$ cat config.mk
export PLATFORM = sky130hd
export DESIGN_NAME = alu_bist_flat
export DESIGN_NICKNAME = d
export VERILOG_FILES = /design/src/rtl/alu_bist_pkg.sv /design/src/rtl/alu_bist_if.sv /design/src/rtl/alu_bist_lfsr16.sv /design/src/rtl/alu_bist.sv /design/src/flat_wrapper.sv
export SDC_FILE = /design/constraint.sdc
export NUM_CORES = 1
export LEC_CHECK = 0
export ABC_AREA = 1
export CORE_ASPECT_RATIO = 0.9
export CORE_UTILIZATION = 37
export CTS_BUF_LIST = sky130_fd_sc_hd__clkbuf_2 sky130_fd_sc_hd__clkbuf_4 sky130_fd_sc_hd__clkbuf_8
export DETAILED_ROUTE_END_ITERATION = 8
export PLACE_DENSITY = 0.64
export SYNTH_ARGS = -nofsm -noshare
export SYNTH_HDL_FRONTEND = slang
export SYNTH_SLANG_ARGS = --single-unit
$ cat constraint.sdc
create_clock -name clk -period 7.8 [get_ports clk]
set_input_delay 1.56 -clock clk [delete_from_list [all_inputs] [get_ports clk]]
set_output_delay 1.56 -clock clk [all_outputs]
set_load 0.01 [all_outputs]
$ cat src/rtl/alu_bist_pkg.sv
// alu_defs: opcode table, LFSR/MISR constants and FSM encoding shared by the ALU BIST and the ALU bench
package alu_defs;
  localparam logic [7:0] OP_ADD  = 8'h05;
  localparam logic [7:0] OP_ADDI = 8'h50;
  localparam logic [7:0] OP_SUB  = 8'h09;
  localparam logic [7:0] OP_SUBI = 8'h90;
  localparam logic [7:0] OP_CMP  = 8'h0B;
  localparam logic [7:0] OP_CMPI = 8'hB0;
  localparam logic [7:0] OP_AND  = 8'h01;
  localparam logic [7:0] OP_ANDI = 8'h10;
  localparam logic [7:0] OP_OR   = 8'h02;
  localparam logic [7:0] OP_ORI  = 8'h20;
  localparam logic [7:0] OP_XOR  = 8'h03;
  localparam logic [7:0] OP_XORI = 8'h30;
  localparam int NUM_OPS = 12;
  localparam logic [7:0] OP_TABLE [NUM_OPS] = '{
    OP_ADD, OP_ADDI, OP_SUB, OP_SUBI, OP_CMP, OP_CMPI,
    OP_AND, OP_ANDI, OP_OR, OP_ORI, OP_XOR, OP_XORI
  };
  localparam logic [15:0] LFSR_MASK = 16'hB400;
  localparam int MISR_W = 21;
  localparam int MISR_TAP_HI = 20;
  localparam int MISR_TAP_LO = 18;
  typedef enum logic [1:0] {S_IDLE, S_LOAD, S_SAMPLE, S_DONE} state_e;
  // Immediate forms carry the opcode in the high nibble, leaving the low nibble zero
  function automatic logic is_imm(input logic [7:0] op);
    return op[3:0] == 4'h0;
  endfunction
endpackage

$ cat src/rtl/alu_bist_if.sv
// alu_bist_if: operand/result bundle between the BIST engine (master) and the ALU (slave)
interface alu_bist_if;
  logic [15:0] alu_a;
  logic [15:0] alu_b;
  logic [7:0]  alu_opcode;
  logic [15:0] alu_c;
  logic [4:0]  alu_flags;
  modport master (output alu_a, alu_b, alu_opcode, input alu_c, alu_flags);
  modport slave (input alu_a, alu_b, alu_opcode, output alu_c, alu_flags);
endinterface

$ cat src/rtl/alu_bist_lfsr16.sv
// lfsr16: 16-bit right-shifting Galois LFSR with synchronous reseed and advance enable
module lfsr16
  import alu_defs::*;
#(
  parameter logic [15:0] SEED = 16'h0001
) (
  input  logic        clk,
  input  logic        rst,
  input  logic        load_i,
  input  logic        adv_i,
  output logic [15:0] q_o
);
  logic [15:0] q_q, q_d;
  always_comb q_d = load_i ? SEED : adv_i ? ({1'b0, q_q[15:1]} ^ (q_q[0] ? LFSR_MASK : 16'h0)) : q_q;
  always_ff @(posedge clk or posedge rst)
    if (rst) q_q <= SEED;
    else q_q <= q_d;
  assign q_o = q_q;
endmodule

$ cat src/rtl/alu_bist.sv
// alu_bist: drives pseudo-random vectors through all 12 ALU opcodes and compresses the responses into a 21-bit MISR
module alu_bist
  import alu_defs::*;
#(
  parameter int          VECTORS_PER_OP = 16,
  parameter logic [15:0] SEED_A = 16'hACE1,
  parameter logic [15:0] SEED_B = 16'h1D2B
) (
  input  logic         clk,
  input  logic         rst,
  input  logic         start,
  input  logic [20:0]  expected_sig,
  alu_bist_if.master   alu,
  output logic         busy,
  output logic         done,
  output logic [20:0]  signature,
  output logic         pass
);
  localparam logic [7:0] LAST_VEC = 8'(VECTORS_PER_OP - 1);
  localparam logic [3:0] LAST_OP = 4'(NUM_OPS - 1);
  state_e state_q;
  logic [7:0] vec_q;
  logic [3:0] op_q;
  logic [15:0] a_q, b_q, lfsr_a, lfsr_b;
  logic [7:0] opc_q;
  logic [MISR_W-1:0] sig_q;
  logic busy_q, done_q, accept, advance, last_vec;
  assign accept = start && (state_q == S_IDLE || state_q == S_DONE);
  assign advance = state_q == S_SAMPLE;
  assign last_vec = vec_q == LAST_VEC;
  lfsr16 #(.SEED(SEED_A)) u_lfsr_a (.clk(clk), .rst(rst), .load_i(accept), .adv_i(advance), .q_o(lfsr_a));
  lfsr16 #(.SEED(SEED_B)) u_lfsr_b (.clk(clk), .rst(rst), .load_i(accept), .adv_i(advance), .q_o(lfsr_b));
  always_ff @(posedge clk or posedge rst) begin
    if (rst) begin
      state_q <= S_IDLE;
      vec_q <= '0;
      op_q <= '0;
      a_q <= '0;
      b_q <= '0;
      opc_q <= '0;
      sig_q <= '0;
      busy_q <= 1'b0;
      done_q <= 1'b0;
    end else begin
      case (state_q)
        S_LOAD: begin
          a_q <= lfsr_a;
          b_q <= is_imm(OP_TABLE[op_q]) ? {{8{lfsr_b[7]}}, lfsr_b[7:0]} : lfsr_b;
          opc_q <= OP_TABLE[op_q];
          busy_q <= 1'b1;
          state_q <= S_SAMPLE;
        end
        S_SAMPLE: begin
          sig_q <= {sig_q[MISR_W-2:0], sig_q[MISR_TAP_HI] ^ sig_q[MISR_TAP_LO]} ^ {alu.alu_flags, alu.alu_c};
          vec_q <= last_vec ? '0 : vec_q + 8'd1;
          op_q <= last_vec ? op_q + 4'd1 : op_q;
          state_q <= (last_vec && op_q == LAST_OP) ? S_DONE : S_LOAD;
        end
        default: begin
          // done/busy settle one edge after the final absorb; an accepted start overrides them
          if (state_q == S_DONE) begin
            done_q <= 1'b1;
            busy_q <= 1'b0;
          end
          if (accept) begin
            state_q <= S_LOAD;
            vec_q <= '0;
            op_q <= '0;
            sig_q <= '0;
            done_q <= 1'b0;
          end
        end
      endcase
    end
  end
  assign alu.alu_a = a_q;
  assign alu.alu_b = b_q;
  assign alu.alu_opcode = opc_q;
  assign busy = busy_q;
  assign done = done_q;
  assign signature = sig_q;
  assign pass = done_q && sig_q == expected_sig;
endmodule

$ cat src/flat_wrapper.sv
// flat-port wrapper written by rule: the top's interface ports become plain ports
module alu_bist_flat import alu_defs::*;
#(
  parameter int          VECTORS_PER_OP = 16,
  parameter logic [15:0] SEED_A = 16'hACE1,
  parameter logic [15:0] SEED_B = 16'h1D2B
)
  (clk, rst, start, expected_sig, busy, done, signature, pass, alu_alu_a, alu_alu_b, alu_alu_opcode, alu_alu_c, alu_alu_flags);
  alu_bist_if alu_i ();
  input  logic clk;
  input  logic rst;
  input  logic start;
  input  logic [20:0] expected_sig;
  output logic busy;
  output logic done;
  output logic [20:0] signature;
  output logic pass;
  output wire logic [$bits(alu_i.alu_a)-1:0] alu_alu_a;
  output wire logic [$bits(alu_i.alu_b)-1:0] alu_alu_b;
  output wire logic [$bits(alu_i.alu_opcode)-1:0] alu_alu_opcode;
  input wire logic [$bits(alu_i.alu_c)-1:0] alu_alu_c;
  input wire logic [$bits(alu_i.alu_flags)-1:0] alu_alu_flags;
  assign alu_alu_a = alu_i.alu_a;
  assign alu_alu_b = alu_i.alu_b;
  assign alu_alu_opcode = alu_i.alu_opcode;
  assign alu_i.alu_c = alu_alu_c;
  assign alu_i.alu_flags = alu_alu_flags;
  alu_bist #(.VECTORS_PER_OP(VECTORS_PER_OP), .SEED_A(SEED_A), .SEED_B(SEED_B)) u_core (.clk(clk), .rst(rst), .start(start), .expected_sig(expected_sig), .alu(alu_i), .busy(busy), .done(done), .signature(signature), .pass(pass));
endmodule
==> impl_metrics.csv <==
group,metric,value,unit
run_status,status,"complete, no violations",
routing,first_pass_iters,4,
routing,ant_nets,0,
worst_setup_path,endpoint_kind,"output pin",
run,maxCapViolCount,0,
floorplanning,initial_core_util,38.5,%
pwr,peakVddDrop,0.000189,V
sta,rsz0062_at_grt,"false",
cts,cts_resized,0,
floorplanning,die_y,115,um
cts,clk_pin_slew,0.09,ns
worst_setup_path,worstSetupStartpointType,"primary input",
logic_synthesis,synthArstFlopShare,100,%
sta,fin_skew,0.0194,ns
cts,cts_max_path_buffers,2,
grt,grt_overflow,0,
finish,syn2layout_area_growth,27.4,%
routing,drt-total-wl,12300,um
logic_synthesis,synth_nets,681,
routing,drcViolationCount,0,
hold_path,min_path_type,"reg2reg",
pwr,power_density,345,nW/um^2
finish,antenna_cells,0,
place,dp_hpwl,8680,um
worst_setup_path,cp_max_fo,2,
floorplanning,core_area,13600,sq um
routing,drt_iter0_drc,293,
cts,cts_tree,"built",
sta,fin_crit,4.75,ns
finish,multiInputGateArea,2070,sq um
worst_setup_path,critical_path_class,"in2out",
place,gp_congestion,0.825,
floorplanning,die-area,14600,sq um
grt,grt_pass1_vias,4125,
routing,viasPerCell,4.64,
finish,nFillCells,1314,
sta,fin_tns_setup,0,ns
sta,hold_viol,0,
logic_synthesis,syn_inst,627,
cts,post_cts_buffers,0,
floorplanning,rows,40,
sta,slew_viol_final,0,
logic_synthesis,synth_top_cell_by_area,"dfrtp_1",
logic_synthesis,synth.top_cell.area_share,44.6,%
cts,worstSkewPairLatency,0.37,ns
cts,htree_num_levels,3,
grt,grt_use_total,17.7,%
finish,drive_gt1_share,7.01,%
logic_synthesis,synthesis.area,5220,sq um
logic_synthesis,synth_cell_type_count,30,
routing,dr_total_vias,4257,
logic_synthesis,synth_flop_cell,"dfrtp_1",
logic_synthesis,ys_warn_count,0,
floorplanning,io_pins,109,
routing,wl_per_cell,13.4,um
grt,grt_max_degree,69,
place,dpl_cell_area,6440,sq um
worst_setup_path,cp_data_arrival_time,3.19,ns
place,numPortBuffers,108,
finish,final_area,6650,sq um
grt,antenna_found_initial,0,
cts,cts.sinks,109,
cts,cts_root_buffer,"clkbuf_8",
sta,setup_viol,0,
finish,regArea,2750,sq um
sta,slew-limit-headroom,34.0,%
logic_synthesis,syn_area_per_cell,8.32,sq um
cts,cts_made_buffers,9,
logic_synthesis,ys_seq_elements,109,
logic_synthesis,synth_area_leaders,"dfrtp_1 45%, nand2_1 15%, dfstp_2 8.1%",
worst_setup_path,worstPathRequired,6.24,ns
cts,holdBufCountCts,0,
finish,final_nets,777,
sta,fmax,210,MHz
sta,fin_crit_sh,60.9,%
floorplanning,die_width,127,um
sta,worst_pin_slew,0.988,ns
logic_synthesis,yosysSeqAreaShare,52.6,%
pwr,power.leakage,3.13,nW
logic_synthesis,synth_edf_count,0,
grt,grt_pass1_wl,20200,um
-- per-stage QoR --
stage	instances	worst slack, ns	total power, mW	util [%]	hold WS [ns]
floorplan	627	3.39	1.53	-	0.462
global placement	901	3.07	1.92	47.5	0.464
detailed placement	901	3.06	1.95	47.5	0.466
CTS	917	3.06	2.32	49.0	0.491
global route	917	2.86	2.48	49.0	0.515
finish	917	3.05	2.29	49.0	0.485
-- cell families after synthesis --
kind of cell,share of synthesized area (%)
flip-flops,52.6
XOR/XNOR,4.87
buffers and inverters,7.65
AND/OR/NAND/NOR,21.2
adder cells (fa/ha/maj),2.16
AO/OA/AOI/OAI,11.5
-- cell usage in the layout (no fill, tap or decap) --
cell	synthesis	routed
a21oi_1	13	13
a22o_1	2	2
a31oi_1	1	1
buf_4	1	4
bufinv_16	0	1
clkbuf_4	0	1
clkbuf_8	0	11
clkdlybuf4s50_1	0	108
clkinv_2	0	1
dfrtp_1	93	93
dfstp_2	16	16
ha_1	9	9
inv_1	65	64
inv_2	6	6
inv_4	0	1
inv_6	0	2
nand2_1	204	204
nand2_2	4	4
nand3_1	25	25
nand3_2	1	1
nand4_1	4	4
nor2_1	35	35
nor2_2	1	1
nor2_4	1	1
nor3_1	1	1
o211ai_1	11	11
o21ai_0	52	52
o21ai_1	4	4
o21ai_2	1	1
o22ai_1	20	20
o31ai_1	2	2
xnor2_1	25	25
xor2_1	4	4
-- final timing paths --
| check | startpoint | end | slack (ns) | cells after the start |
|---|---|---|---|---|
| hold / removal | u_core.alu.alu_opcode[3] | u_core.alu.alu_opcode[3] | 0.48 | 2 |
| max in group asynchronous | rst | u_core.u_lfsr_a.q_o[9] | 4.95 | 3 |
| hold reg to reg | u_core.alu.alu_opcode[3] | u_core.alu.alu_opcode[3] | 0.48 | 2 |
| setup reg to reg | u_core.state_q[0] | u_core.op_q[2] | 4.88 | 9 |
| setup / recovery | expected_sig[7] | pass | 3.05 | 10 |
| min in group asynchronous | rst | u_core.signature[8] | 1.60 | 2 |
-- final cells by class --
| type | count | share of cell area, % |
|---|---|---|
| flip-flops and latches | 109 | 41.3 |
| repair buffers | 112 | 16.7 |
| clock buffers | 12 | 2.39 |
| multi-input cells | 420 | 31.2 |
| clock inverters | 4 | 0.791 |
| inverters | 71 | 4.05 |
| well taps | 189 | 3.56 |
-- sequential cells by signal, summed over array words and instances (netlist names) --
signal and flops:
u_core.op_q 4, u_core.signature 21, u_core.vec_q 8, u_core.u_lfsr_a.q_o 16, u_core.u_lfsr_b.q_o 16, u_core.alu.alu_b 16
u_core.busy 1, u_core.alu.alu_a 16, u_core.alu.alu_opcode 8, u_core.state_q 2, u_core.done 1
-- worst max-delay path, stage by stage --
cell and delay (ns):
clkdlybuf4s50_1 0.48, inv_1 0.04, nand2_1 0.08, o21ai_0 0.09
nor2_1 0.09, nand2_1 0.07, nor2_1 0.11, nand2_1 0.06
nor2_1 0.08, clkdlybuf4s50_1 0.54
-- power breakdown --
| group | total, mW | leakage [nW] | switching [mW] | internal (mW) |
|---|---|---|---|---|
| Combinational | 0.994 | 1.64 | 0.553 | 0.441 |
| Sequential | 0.934 | 1.37 | 0.147 | 0.787 |
| Clock | 0.363 | 0.111 | 0.191 | 0.172 |
-- metal layers --
| metal | global-route usage [%] | part of all wire (%) | vias up |
|---|---|---|---|
| li1 | - | - | 2183 |
| met4 | 5.95 | 1.5 | 0 |
| met2 | 26.6 | 45 | 92 |
| met3 | 3.41 | 3.1 | 17 |
| met5 | 0 | 0 | - |
| met1 | 25.5 | 50 | 1965 |
-- cells in the mapped netlist (2+ instances only) --
cell type,n
o22ai_1,20
xnor2_1,25
dfrtp_1,93
o31ai_1,2
buf_2,16
o21ai_0,52
a22o_1,2
nand4_1,4
dfstp_2,16
nor2_1,35
o21ai_1,4
nand3_1,25
clkbuf_1,8
nand2_1,204
inv_2,6
inv_1,65
ha_1,9
a21oi_1,13
xor2_1,4
o211ai_1,11
nand2_2,4
No activity file was read; power rests on OpenSTA's default activity.
